[config.mk]
export PLATFORM = sky130hd
export DESIGN_NAME = onchip_memory_copy_master
export DESIGN_NICKNAME = d
export VERILOG_FILES = /design/src/rtl/onchip_memory_copy_master.sv
export SDC_FILE = /design/constraint.sdc
export NUM_CORES = 1
export LEC_CHECK = 0
export BUFFER_PORTS_ARGS = -buffer_cell sky130_fd_sc_hd__buf_2
export CAP_MARGIN = 20
export CORE_AREA = 5 5 106 108
export CTS_CLUSTER_DIAMETER = 40
export DETAILED_ROUTE_END_ITERATION = 8
export DIE_AREA = 0 0 111 113
export GPL_ROUTABILITY_DRIVEN = 0
export PLACE_DENSITY = 0.68
export SYNTH_ARGS = -nofsm -noshare
export SYNTH_HDL_FRONTEND = slang
export SYNTH_SLANG_ARGS = --single-unit
[constraint.sdc]
create_clock -name clk -period 4.1 [get_ports clk]
set_input_delay 0.615 -clock clk [delete_from_list [all_inputs] [get_ports clk]]
set_output_delay 0.615 -clock clk [all_outputs]
set_load 0.02 [all_outputs]
[src/rtl/onchip_memory_copy_master.sv]
// Avalon-MM master that copies a block of words within a single-port on-chip RAM.
// Optional running checksum of copied words: define ONCHIP_COPY_CHECKSUM_EN.
module onchip_memory_copy_master #(
  parameter int ADDR_W       = 10,
  parameter int DATA_W       = 32,
  parameter int READ_LATENCY = 1
) (
  input  logic                  clk,
  input  logic                  reset_n,
  input  logic                  start,
  input  logic [ADDR_W-1:0]     src_addr,
  input  logic [ADDR_W-1:0]     dst_addr,
  input  logic [ADDR_W:0]       length,
  output logic                  busy,
  output logic                  done,
  output logic [ADDR_W-1:0]     m_address,
  output logic [DATA_W/8-1:0]   m_byteenable,
  output logic                  m_chipselect,
  output logic                  m_write,
  output logic [DATA_W-1:0]     m_writedata,
  output logic                  m_clken,
  input  logic [DATA_W-1:0]     m_readdata,
  input  logic                  m_waitrequest
`ifdef ONCHIP_COPY_CHECKSUM_EN
  ,
  output logic [DATA_W-1:0]     checksum
`endif
);

  localparam int BE_W  = DATA_W / 8;
  localparam int LAT_W = 3;

  typedef enum logic [2:0] {
    IDLE,
    RD_ISSUE,
    RD_WAIT,
    WR_ISSUE,
    DONE
  } state_t;

  state_t            state;
  state_t            state_nxt;
  logic [ADDR_W-1:0] src_q;
  logic [ADDR_W-1:0] dst_q;
  logic [ADDR_W:0]   len_q;
  logic [ADDR_W:0]   index;
  logic [ADDR_W:0]   index_inc;
  logic [LAT_W-1:0]  lat_cnt;
  logic [DATA_W-1:0] data_q;
  logic              last_word;

  // index is one bit wider than an address so a full-memory copy can terminate
  assign index_inc = index + (ADDR_W + 1)'(1);
  assign last_word = (index_inc == len_q);

  always_ff @(posedge clk or negedge reset_n) begin
    if (!reset_n) begin
      state <= IDLE;
    end else begin
      state <= state_nxt;
    end
  end

  always_comb begin
    state_nxt = state;
    case (state)
      IDLE: begin
        if (start) begin
          state_nxt = (length == '0) ? DONE : RD_ISSUE;
        end
      end
      RD_ISSUE: begin
        if (!m_waitrequest) begin
          state_nxt = RD_WAIT;
        end
      end
      RD_WAIT: begin
        if (lat_cnt == '0) begin
          state_nxt = WR_ISSUE;
        end
      end
      WR_ISSUE: begin
        if (!m_waitrequest) begin
          state_nxt = last_word ? DONE : RD_ISSUE;
        end
      end
      DONE: begin
        state_nxt = IDLE;
      end
      default: begin
        state_nxt = IDLE;
      end
    endcase
  end

  // latency counter counts down to zero; the zero cycle is the capture cycle
  always_ff @(posedge clk or negedge reset_n) begin
    if (!reset_n) begin
      src_q   <= '0;
      dst_q   <= '0;
      len_q   <= '0;
      index   <= '0;
      lat_cnt <= '0;
      data_q  <= '0;
    end else begin
      case (state)
        IDLE: begin
          if (start) begin
            src_q <= src_addr;
            dst_q <= dst_addr;
            len_q <= length;
            index <= '0;
          end
        end
        RD_ISSUE: begin
          if (!m_waitrequest) begin
            lat_cnt <= LAT_W'(READ_LATENCY - 1);
          end
        end
        RD_WAIT: begin
          if (lat_cnt == '0) begin
            data_q <= m_readdata;
          end else begin
            lat_cnt <= lat_cnt - LAT_W'(1);
          end
        end
        WR_ISSUE: begin
          if (!m_waitrequest) begin
            index <= index_inc;
          end
        end
        default: begin
        end
      endcase
    end
  end

`ifdef ONCHIP_COPY_CHECKSUM_EN
  always_ff @(posedge clk or negedge reset_n) begin
    if (!reset_n) begin
      checksum <= '0;
    end else if (state == IDLE && start) begin
      checksum <= '0;
    end else if (state == RD_WAIT && lat_cnt == '0) begin
      checksum <= checksum + m_readdata;
    end
  end
`endif

  // bus outputs decode straight from state so an async reset clears them at once
  always_comb begin
    m_chipselect = 1'b0;
    m_write      = 1'b0;
    m_address    = '0;
    m_byteenable = '0;
    m_writedata  = '0;
    case (state)
      RD_ISSUE: begin
        m_chipselect = 1'b1;
        m_address    = src_q + index[ADDR_W-1:0];
        m_byteenable = {BE_W{1'b1}};
      end
      WR_ISSUE: begin
        m_chipselect = 1'b1;
        m_write      = 1'b1;
        m_address    = dst_q + index[ADDR_W-1:0];
        m_byteenable = {BE_W{1'b1}};
        m_writedata  = data_q;
      end
      default: begin
      end
    endcase
  end

  assign busy    = (state != IDLE);
  assign done    = (state == DONE);
  assign m_clken = 1'b1;

endmodule

# After elaboration in Yosys (flattened, before gate mapping)
# Cells that the tools add are included.
# Widths: inputs -> output; s select.
[word_totals]
ff_bits = 80
output_inout_bits = 51
[classes]
n_addsub = 4
eq_ne = 10
n_mux = 18
reduce_logical = 12
[ops]
columns = ["op", "n"]
rows = [
  ["$mux 32", 1],
  ["$mux 3", 8],
  ["$mux 11", 2],
  ["$pmux 11 s2", 1],
  ["$add 10x10->10", 2],
  ["$pmux 10 s2", 1],
  ["$pmux 3 s4", 1],
  ["$add 11x1->11 const B", 1],
  ["$eq 11x11->1", 1],
  ["$logic_not 11->1", 1],
  ["$ne 2x2->1 const B", 5],
  ["$eq 3x2->1 const B", 2],
  ["$logic_not 3->1", 2],
  ["$pmux 3 s2", 1],
  ["$reduce_and 3->1", 2],
  ["$mux 4", 1],
  ["$reduce_and 2->1", 2],
  ["$reduce_and 4->1", 1],
  ["$reduce_bool 2->1", 2],
  ["$eq 3x1->1 const B", 1],
  ["$eq 3x3->1 const B", 1],
  ["$reduce_bool 3->1", 1],
  ["$sub 3x1->3 const B", 1],
  ["$mux 1", 2],
  ["$reduce_or 2->1", 1],
]

# Depth between registers and ports, before layout
# Gate-level depths: netlist of the first run.
[logic_depth]
ltp_word = 5
ltp_mapped = 17

# Least setup slack after synthesis of the first run
# No wires, ideal clock.
[synth_path]
path_kind = "reg-to-output"
startpoint = "register state[0]"
endpoint = "output port m_address[8]"
arrival_ns = 3.362
t_required_ns = 3.485
slack_ns = 0.123
path_stages_with_launch = 18
n_path_buf = 3
path_cell_list = "dfrtp_1 clkbuf_1 nand2b_1 buf_2 inv_2 nand2_1 inv_2 buf_1 nand2_1 nand2_1 ha_1 fa_1 a21o_1 a21oi_1 o21ai_0 o41ai_1 xor2_1 nor2_1"
[synth_between]
elab_chain_len = 2
elab_cells_between_ends = 3
cone_classes = "eq/ne: 2; mux: 1"
[synth_rtl]
columns = ["element", "line_no", "text"]
rows = [
  ["from (decl)", "41", "state_t state;"],
  ["from (signal assigned)", "60", "state <= state_nxt;"],
  ["$eq 3x2->1 / $eq 3x1->1 (equally long branches)", "157", "case (state)"],
  ["$pmux 10 s2 *", "157", ""],
  ["to (decl)", "16", "output logic [ADDR_W-1:0] m_address,"],
]
# Mark *: on every way between the ends. The rest lies on a longest branch, timed or not.

# Final worst setup path of the first run
# Same ends and word-level chain as after synthesis.

==> results of run 1 <==
Yosys cell counts, types with 7 or more instances:
master,instances
and2_1,34
a21oi_1,11
buf_2,10
nand2_1,50
dfrtp_1,80
mux2_2,57
nor2_1,26
o21ai_0,22
xnor2_1,12
inv_1,7
xor2_1,10
clkbuf_1,10
ha_1,12
per-layer routing:
metal | global-route usage | wire (um) | part of all wire
met2 | 0.2775 | 4852 | 0.47
met3 | 0.05882 | 864 | 0.085
met1 | 0.2116 | 4368 | 0.43
met5 | 0 | 0 | 0
met4 | 0.05501 | 136 | 0.013
state kept, by name, summed over array words and instances, names as in the netlist:
register / cells
len_q: 11
dst_q: 10
state: 3
src_q: 10
index: 11
data_q: 32
lat_cnt: 3
final cells by class:
class / instances / area (um2)
Clock buffer: 11 / 131.4
Clock inverter: 5 / 81.33
Fill cell: 920 / 4808
Inverter: 9 / 33.78
Multi-Input combinational cell: 308 / 2258
Sequential cell: 80 / 2003
Tap cell: 136 / 170.2
Timing Repair Buffer: 122 / 651.9
worst register-to-register path, cell delays in order (launching register included):
cell	delay (ns)
dfrtp_1	0.52
ha_1	0.37
xor3_1	0.38
nor3_2	0.11
o2111ai_1	0.13
a2111oi_2	0.49
a31oi_1	0.14
or4_1	0.42
worst max-delay path by stage:
| stage | slack (ns) | to | cells past startpoint |
|---|---|---|---|
| 5_1_grt | 0.01 | m_address[8] | 14 |
| 6_report | 0.25 | m_address[8] | 15 |
| 3_3_place_gp | 0.49 | m_address[8] | 15 |
| 3_5_place_dp | 0.45 | m_address[8] | 15 |
| 2_1_floorplan | 0.12 | m_address[8] | 17 |
| 4_1_cts | 0.05 | m_address[8] | 15 |
where the power goes:
group | total [mW] | switching, mW | leakage [nW] | internal, mW
combinational | 2.19 | 1.19 | 1.45 | 0.998
clock | 0.628 | 0.285 | 0.104 | 0.343
sequential | 1.43 | 0.275 | 0.973 | 1.15
total | 4.25 | 1.75 | 2.53 | 2.49
repair_timing:
item | CTS | global route
endpoints found under the setup margin | 0 | 3
buffers inserted | 0 | 0
resized for setup | 0 | 5
metrics by stage:
stage	util	area, um2	power [mW]	setup WS (ns)
after floorplan	-	4425	3.038	0.1234
after global placement	0.5004	5074	3.584	0.4932
after detailed placement	0.5004	5074	3.645	0.4458
after CTS	0.5214	5286	4.294	0.04950
after global routing	0.5257	5330	4.608	0.01023
final	0.5257	5330	4.246	0.2520
logic make-up (layout without fill, tap and decap cells):
group | after synthesis | count (layout) | synth area share
flops | 80 | 80 | 0.4524
compound gates | 57 | 57 | 0.08143
mux | 65 | 65 | 0.1645
buf+inv | 37 | 147 | 0.04185
simple gates | 148 | 148 | 0.1679
fa+ha+maj | 13 | 13 | 0.03845
xor+xnor | 24 | 24 | 0.05259
other cells | 1 | 1 | 0.0008474
cells in the final DEF (no fill, tap or decap), types with 3 or more instances in the layout:
master / instances
nor2_1: 26
xnor2_1: 12
clkbuf_8: 9
nor4_1: 3
ha_1: 12
nor3_1: 6
xor2_1: 10
mux2i_1: 3
mux2_2: 57
inv_1: 7
buf_2: 115
buf_4: 5
a21oi_1: 10
a21o_1: 5
or3_1: 3
and2_1: 34
dfrtp_1: 79
o21ai_0: 21
mux2_1: 5
a211oi_1: 3
nand2_1: 50
nand3_1: 5
nand4_1: 4
o31ai_1: 3
nand2b_1: 5
==> impl_metrics.csv, run 1 <==
group,metric,value,unit
cts,clk_latency,0.35,ns
synth,synth-seq-cells,80,
pwr,ir_drop,367.6,uV
critical_path,startpoint_type,"register",
synth,yosysTopAreaCellShare,0.4524,
grt,track_usage,0.1697,
grt,grt_max_degree,81,
cts,cts_root_buf,"clkbuf_8",
drt,wl_per_cell,15.23,um
critical_path,cp-startpoint,"state[0]$_DFFE_PN0P_",
run,max_cap_violations,0,
sta,timing.final.crit_share,0.9385,
run_status,status,"complete, no violations",
critical_path,crit_slowest_cell,"dfrtp_1",
sta,slew_violations,0,
sta,max_freq,259.9,MHz
synth,syn_inst,425,
worst_hold_path,hold_class,"primary input to async pin",
drt,drtIter0Drc,129,
critical_path,r2r_slack,1.40,ns
critical_path,r2r-start,"index[0]$_DFFE_PN0P_",
critical_path,reg2reg_to,"state[0]$_DFFE_PN0P_",
sta,setup-violations-final,0,
cells_and_area,layout-area-overhead-vs-synth,20.44,%
drt,drc,0,
drt,firstDrtPassIters,4,
synth,netlist_area,4425,um2
die,ioPinCount,118,
sta,finalClockSkew,0.005425,ns
sta,fin_setup_tns,0,ns
cells_and_area,layout.nets,610,
critical_path,timing.critical_path.buf_inv,3,
placed_design,dp_cells,654,
pwr,p_per_area,796.6,nW/um2
synth,yosysTopAreaCell,"dfrtp_1",
critical_path,worst-path-max-fanout,14,
sta,finalCriticalPeriod,3.848,ns
critical_path,worstSetupPathType,"register to output pin",
cts,htree_levels,3,
placed_design,portBuffers,116,
synth,synth-main-ff-cell,"dfrtp_1",
critical_path,cp.required,3.48,ns
grt,grt_first_pass_wirelength,17550,um
die,die_y,113,um
grt,grt-ovfl-total,0,
cts,clk_pin_slew,0.08,ns
synth,syn-num-nets,505,
drt,routed_via_density,5.118,
die,rows,37,
critical_path,end_kind,"output pin",
synth,yosys_warnings,0,
placed_design,dpl.hpwl,7728,um
drt,routed_wl,10220,um
cells_and_area,antennaDiodeCount,0,
critical_path,reg2reg_depth,7,
synth,synth.avg_cell_area,10.41,um2
sta,hold_viol,0,
cells_and_area,drive_gt1_frac,0.3832,
critical_path,crit_family,"compound AO/OA/AOI/OAI gates",
synth,ys_async_sr_fraction,1.000,
cts,cts_buffer_depth,2,
cts,ctsHoldBuffers,0,
die,die_area,12540,um2
cells_and_area,layout.cells.non_filler,671,
critical_path,cpPeakStageDelay,0.49,ns
synth,yosysSeqAreaShare,0.4524,
die,fp.dieW,111,um
cts,cts.sinks,80,
die,start_util,0.4365,
cts,cts_tree,"built",
synth,synth.distinct_cells,53,
critical_path,cp.arrival,3.23,ns
sta,whs,0.2094,ns
pwr,p_leak,2.528,nW
sta,rsz0062_at_grt,"false",
synth,netlist_top_cells_area,"dfrtp_1, mux2_2, and2_1, nand2_1, ha_1",
cts,cts_buffers,9,
drt,num_vias,3434,
die,core_area,10140,um2
critical_path,cp_cell_sequence,"nand2b_1 > inv_2 > nand2_1 > inv_2 > nand2_1 > nand2_1 > ha_1 > fa_1 > a21o_1 > a21oi_2 > o21ai_1 > o41ai_2 > xor2_1 > nor2_1 > buf_2",
synth,synth-edff-count,0,
grt,antenna_found_initial,0,
grt,grt_pass1_vias,3583,
critical_path,cpMostUsedCell,"nand2_1",
drt,drtAntennaViolNets,0,
Note: power is estimated with default switching activity, not from simulation.
==> run 2, diff against run 1 <==
--- a/config.mk
+++ b/config.mk
@@ -6,12 +6,13 @@
 export NUM_CORES = 1
 export LEC_CHECK = 0
+export ABC_AREA = 1
 export BUFFER_PORTS_ARGS = -buffer_cell sky130_fd_sc_hd__buf_2
 export CAP_MARGIN = 20
-export CORE_AREA = 5 5 106 108
+export CORE_AREA = 5 5 105 107
 export CTS_CLUSTER_DIAMETER = 40
 export DETAILED_ROUTE_END_ITERATION = 8
-export DIE_AREA = 0 0 111 113
+export DIE_AREA = 0 0 110 112
 export GPL_ROUTABILITY_DRIVEN = 0
-export PLACE_DENSITY = 0.68
+export PLACE_DENSITY = 0.69
 export SYNTH_ARGS = -nofsm -noshare
 export SYNTH_HDL_FRONTEND = slang
==> constraint.sdc (replaced) <==
create_clock -name clk -period 4.1 [get_ports clk]
set_input_delay 0.205 -clock clk [delete_from_list [all_inputs] [get_ports clk]]
set_output_delay 0.205 -clock clk [all_outputs]
set_load 0.02 [all_outputs]
==> run 2 against run 1 <==
Effect of this change: synthesized cell count grew 31%; cell count increased by 20%; global-route usage rose by 1.2 points; power is 10% lower; critical endpoint is now m_address[6]; core utilization shrank 0.40 points; highest routed layer unchanged.
==> impl_metrics.csv, run 2 <==
group,metric,value,unit
worst_hold_path,hold_class,"primary input to register",
synth,synth-edff-count,0,
synth,yosysTopAreaCell,"dfrtp_1",
grt,grt_max_degree,81,
cts,clk_latency,0.36,ns
critical_path,end_kind,"output pin",
sta,setup-violations-final,0,
synth,yosysSeqAreaShare,0.4607,
placed_design,dpl.hpwl,7985,um
die,die_y,112,um
cells_and_area,largest_register,"data_q",
pwr,power.total,3.804,mW
placed_design,dp_cells,788,
grt,grt-ovfl-total,0,
synth,yosysMostFrequentCell,"nand2_1",
drt,firstDrtPassIters,5,
worst_hold_path,hp-start,"dst_addr[3]",
cells_and_area,ff_latch_area,2002,um2
critical_path,worst-path-max-fanout,34,
synth,netlist_top_cells_area,"dfrtp_1, nand2_1, nor2_1, inv_1, a21oi_1",
sta,worst_pin_slew,0.9829,ns
critical_path,r2r-start,"state[0]$_DFFE_PN0P_",
die,ioPinCount,118,
cells_and_area,layout-area-overhead-vs-synth,20.62,%
pwr,p_per_area,725.8,nW/um2
worst_hold_path,min_path_cells,3,
grt,antenna_found_initial,0,
synth,syn_inst,557,
cells_and_area,nFillCells,982,
sta,timing.final.crit_share,0.9067,
synth,synth.distinct_cells,35,
critical_path,reg2reg_to,"index[2]$_DFFE_PN0P_",
sta,relSlewSlack,0.3432,
critical_path,cpMostUsedCell,"o21ai_0",
pwr,ir_drop,313.0,uV
cells_and_area,layout.cells.most_common,"buf_2",
die,core_area,10050,um2
synth,syn-num-nets,637,
run,max_cap_violations,0,
cts,cts_root_buf,"clkbuf_8",
drt,routed_via_density,4.808,
sta,finalCriticalPeriod,3.717,ns
synth,synth-main-ff-cell,"dfrtp_1",
drt,drtAntennaViolNets,0,
cts,cts.sinks,80,
cells_and_area,fin_util,0.5217,
synth,synth-seq-cells,80,
cts,cts_tree,"built",
sta,hold_viol,0,
die,fp.dieW,110,um
drt,routed_wl,10610,um
critical_path,crit_slowest_cell,"dfrtp_1",
cells_and_area,reg_top3,"data_q x32, index x11, len_q x11",
critical_path,r2r_slack,1.74,ns
drt,drtIter0Drc,363,
drt,drc,0,
sta,fin_setup_tns,0,ns
critical_path,cp.arrival,3.51,ns
critical_path,reg2reg_depth,9,
die,die_area,12320,um2
sta,whs,0.05738,ns
cts,cts_buffer_depth,2,
pwr,p_leak,2.788,nW
grt,grt_first_pass_wirelength,17650,um
synth,yosys_warnings,0,
critical_path,crit_family,"simple AND/OR/NAND/NOR gates",
critical_path,worstSetupPathType,"register to output pin",
drt,wl_per_cell,13.16,um
critical_path,startpoint_type,"register",
die,start_util,0.4326,
critical_path,cp_cell_sequence,"nor2_4 > nand2_2 > nand2_1 > o21ai_0 > ha_1 > fa_1 > nand2_1 > inv_1 > o21ai_0 > a21boi_0 > o21ai_0 > nand2_1 > o21ai_0 > a21oi_1 > buf_2",
cells_and_area,largest_register_ffs,32,
synth,synth.avg_cell_area,7.801,um2
cts,htree_levels,3,
die,rows,37,
worst_hold_path,min_to,"dst_q[3]$_DFFE_PN0P_",
critical_path,timing.critical_path.buf_inv,2,
sta,rsz0062_at_grt,"false",
cts,cts_buffers,9,
synth,netlist_area,4345,um2
grt,track_usage,0.1814,
critical_path,cpPeakStageDelay,0.43,ns
cells_and_area,final_cell_mix,"buf_2, nand2_1, nor2_1",
cells_and_area,multiInputGateArea,1929,um2
grt,grt_pass1_vias,3767,
cells_and_area,layout.nets,745,
drt,num_vias,3875,
cts,cts_resized,0,
sta,max_freq,269.0,MHz
run_status,status,"complete, no violations",
cells_and_area,drive_gt1_frac,0.2448,
sta,slew_violations,0,
synth,yosysTopAreaCellShare,0.4607,
synth,yosys-top-cells-count,"nand2_1, nor2_1, dfrtp_1, inv_1, a21oi_1",
cells_and_area,antennaDiodeCount,0,
cts,clk_pin_slew,0.09,ns
critical_path,cp.required,3.89,ns
placed_design,portBuffers,116,
synth,ys_async_sr_fraction,1.000,
sta,finalClockSkew,0.008536,ns
cells_and_area,layout.cells.non_filler,806,
-- run 2: cell count changes after synthesis, moves of 34 or more --
cell / delta
inv_1: +73
nor2_1: +57
nand2_1: +49
mux2_2: -44
a21oi_1: +34
and2_1: -34
-- run 2: what timing repair did --
action / 4_1_cts / 5_1_grt
endpoints found under the hold margin: 0 / 19
setup buffers: 0 / 0
hold buffers: 0 / 1
-- run 2: final cells by class --
type                       count  share of cell area
timing repair buffer         120              0.1213
tap                          136             0.03247
clock inverter                 6             0.01313
multi-input combinational    372              0.3681
inverter                      82             0.05873
sequential                    80              0.3820
clock buffer                  10             0.02435
-- run 2: worst min-delay path: cells and delay by family --
family,cells,cell delay [ns]
compound gates,1,0.06
simple gates,1,0.04
buf+inv,1,0.08
-- run 2: logic make-up (layout without fill, tap and decap cells) --
group	count (synthesis)	after routing	synth area share
and+or+nand+nor	234	234	0.2249
buffers and inverters	105	218	0.09761
AOI/OAI and AO/OA	103	103	0.1270
DFF	80	80	0.4607
adders and majority gates	13	13	0.03916
muxes	13	13	0.03369
xor gates and xnor gates	8	8	0.01613
other	1	1	0.0008630
-- run 2: stage by stage --
stage | setup WS, ns | area [um2]
after floorplan | 1.087 | 4345
after global placement | 0.9385 | 5007
after detailed placement | 0.8134 | 5007
after CTS | 0.3763 | 5204
after global routing | 0.07837 | 5241
final | 0.3826 | 5241
-- run 2: metal layers --
layer / routed length [um] / share of wire / global-route usage
met1: 4890 / 0.46 / 0.2471
met2: 4878 / 0.46 / 0.2791
met3: 649 / 0.061 / 0.04116
met4: 192 / 0.018 / 0.06983
met5: 0 / 0 / 0
-- run 2: worst max path at each step --
stage | startpoint | to | slack [ns] | cells past startpoint
after floorplan | state[2]$_DFFE_PN0P_ | m_address[6] | 1.09 | 14
after global placement | state[2]$_DFFE_PN0P_ | m_address[6] | 0.94 | 15
after detailed placement | state[0]$_DFFE_PN0P_ | m_address[6] | 0.81 | 16
after CTS | state[2]$_DFFE_PN0P_ | m_address[6] | 0.38 | 15
after global routing | state[2]$_DFFE_PN0P_ | m_address[6] | 0.08 | 15
final | state[2]$_DFFE_PN0P_ | m_address[6] | 0.38 | 15
-- run 2: power by group --
group	leakage, nW	switching, mW	internal, mW	total, mW
clock	0.0968	0.306	0.285	0.591
sequential	0.959	0.158	1.13	1.29
combinational	1.73	1.27	0.657	1.92
total	2.79	1.73	2.07	3.80
==> run 3, diff against run 2 <==
==> constraint.sdc (replaced) <==
create_clock -name clk -period 4.1 [get_ports clk]
set_input_delay 0.615 -clock clk [delete_from_list [all_inputs] [get_ports clk]]
set_output_delay 0.615 -clock clk [all_outputs]
set_load 0.02 [all_outputs]
==> run 3 against run 2 <==
Effect of this change: non-clock buffer count increased by 3; combinational power increased by 3%; critical path depth increased by 1.
==> impl_metrics.csv, run 3 (synthesis gave the netlist of run 2 again) <==
group,metric,value,unit
run_status,status,"complete, no violations",
cells_and_area,antennaDiodeCount,0,
sta,rsz0062_at_grt,"false",
pwr,p_per_area,733.0,nW/um2
placed_design,portBuffers,116,
grt,grt_first_pass_wirelength,17890,um
cells_and_area,layout-area-overhead-vs-synth,21.25,%
sta,fin_setup_tns,0,ns
die,fp.dieW,110,um
critical_path,worst-path-max-fanout,11,
critical_path,worstSetupPathType,"register to output pin",
drt,wl_per_cell,13.41,um
drt,routed_wl,10850,um
cts,clk_latency,0.36,ns
pwr,ir_drop,310.9,uV
grt,grt_max_degree,81,
sta,hold_viol,0,
sta,setup-violations-final,0,
cells_and_area,final_cell_mix,"buf_2, nand2_1, nor2_1",
sta,slew_violations,0,
critical_path,crit_slowest_cell,"fa_1",
critical_path,end_kind,"output pin",
placed_design,dpl.hpwl,8164,um
die,start_util,0.4326,
die,die_area,12320,um2
critical_path,cpPeakStageDelay,0.40,ns
die,core_area,10050,um2
pwr,p_leak,2.802,nW
cts,cts_root_buf,"clkbuf_8",
sta,finalCriticalPeriod,3.884,ns
drt,drtAntennaViolNets,0,
cells_and_area,layout.nets,748,
cts,clk_pin_slew,0.09,ns
cells_and_area,drive_gt1_frac,0.2511,
sta,relSlewSlack,0.3423,
cells_and_area,reg_top3,"data_q x32, index x11, len_q x11",
critical_path,cp.required,3.48,ns
drt,drtIter0Drc,253,
cts,htree_levels,3,
sta,worst_pin_slew,0.9842,ns
cts,cts.sinks,80,
cells_and_area,design_area,5269,um2
cells_and_area,nFillCells,984,
drt,routed_via_density,4.875,
cts,cts_buffer_depth,2,
sta,max_freq,257.5,MHz
run,max_cap_violations,0,
cts,cts_buffers,9,
critical_path,startpoint_type,"register",
cells_and_area,multiInputGateArea,1929,um2
drt,num_vias,3944,
grt,grt_pass1_vias,3865,
die,ioPinCount,118,
cells_and_area,largest_register_ffs,32,
die,die_y,112,um
sta,timing.final.crit_share,0.9474,
critical_path,cp.arrival,3.27,ns
worst_hold_path,hold_class,"primary input to async pin",
cts,cts_resized,0,
cells_and_area,largest_register,"data_q",
grt,antenna_found_initial,0,
placed_design,postPlaceCellArea,5007,um2
grt,grt-ovfl-total,0,
cts,cts_tree,"built",
critical_path,cp_cell_sequence,"inv_1 > nor2_4 > nand2_2 > nand2_1 > o21ai_0 > ha_1 > fa_1 > nand2_1 > inv_1 > o21ai_0 > a21boi_0 > o21ai_0 > nand2_1 > o21ai_0 > a21oi_1 > buf_2",
cells_and_area,ff_latch_area,2002,um2
drt,firstDrtPassIters,7,
cells_and_area,layout.cells.most_common,"buf_2",
sta,finalClockSkew,0.01284,ns
grt,track_usage,0.1827,
critical_path,cpMostUsedCell,"o21ai_0",
die,rows,37,
drt,drc,0,
## run 3: power by group
part	internal (mW)	leakage (nW)	switching (mW)
clock	0.287	0.0964	0.311
combinational	0.682	1.75	1.29
sequential	1.13	0.959	0.159
## run 3: final timing paths
path / from / to / slack [ns] / cells past startpoint
min: reset_n / len_q[5]$_DFFE_PN0P_ / 0.20 / 1
min reg2reg: data_q[6]$_DFFE_PN0P_ / data_q[6]$_DFFE_PN0P_ / 0.51 / 2
min in group clk: dst_addr[2] / dst_q[2]$_DFFE_PN0P_ / 0.47 / 3
max reg2reg: state[2]$_DFFE_PN0P_ / src_q[6]$_DFFE_PN0P_ / 1.80 / 4
max in group asynchronous: reset_n / data_q[27]$_DFFE_PN0P_ / 3.32 / 2
max: state[0]$_DFFE_PN0P_ / m_address[6] / 0.22 / 16
## run 3: what timing repair did
item,CTS,global route
setup buffers,0,4
hold buffers,0,0
setup endpoints to repair,0,2
## run 3: metal layers
metal | track usage | wire length (um) | up-vias
li1 | - | - | 1993
met1 | 0.2461 | 4930 | 1840
met2 | 0.2807 | 5107 | 95
met3 | 0.04754 | 572 | 16
met4 | 0.06899 | 241 | 0
met5 | 0 | 0 | -
## run 3: final cells by class
class	count	area share
repair buffers	123	0.1244
flip-flops and latches	80	0.3800
clock buffers	9	0.02351
multi-input cells	372	0.3662
inverters	82	0.05842
clock inverters	7	0.01520
well taps	136	0.03230
## run 3: through the flow
stage | util | worst slack, ns | total power [mW] | hold slack, ns | instances
after floorplan | - | 0.6771 | 2.694 | 0.3194 | 557
after global placement | 0.4984 | 0.7853 | 3.185 | 0.4916 | 788
after detailed placement | 0.4984 | 0.6503 | 3.250 | 0.4994 | 788
after CTS | 0.5187 | 0.2362 | 3.857 | 0.4676 | 804
after global routing | 0.5245 | 0.02910 | 4.200 | 0.2220 | 809
final | 0.5245 | 0.2158 | 3.862 | 0.1976 | 809
## run 3: worst max-delay path: cells and delay by family (launching register included)
kind                     cells  cell delay [ns]
AO/OA/AOI/OAI                6             0.99
adder cells (fa/ha/maj)      2             0.65
AND/OR/NAND/NOR              5             0.59
flip-flops                   1             0.37
buffers and inverters        3             0.31
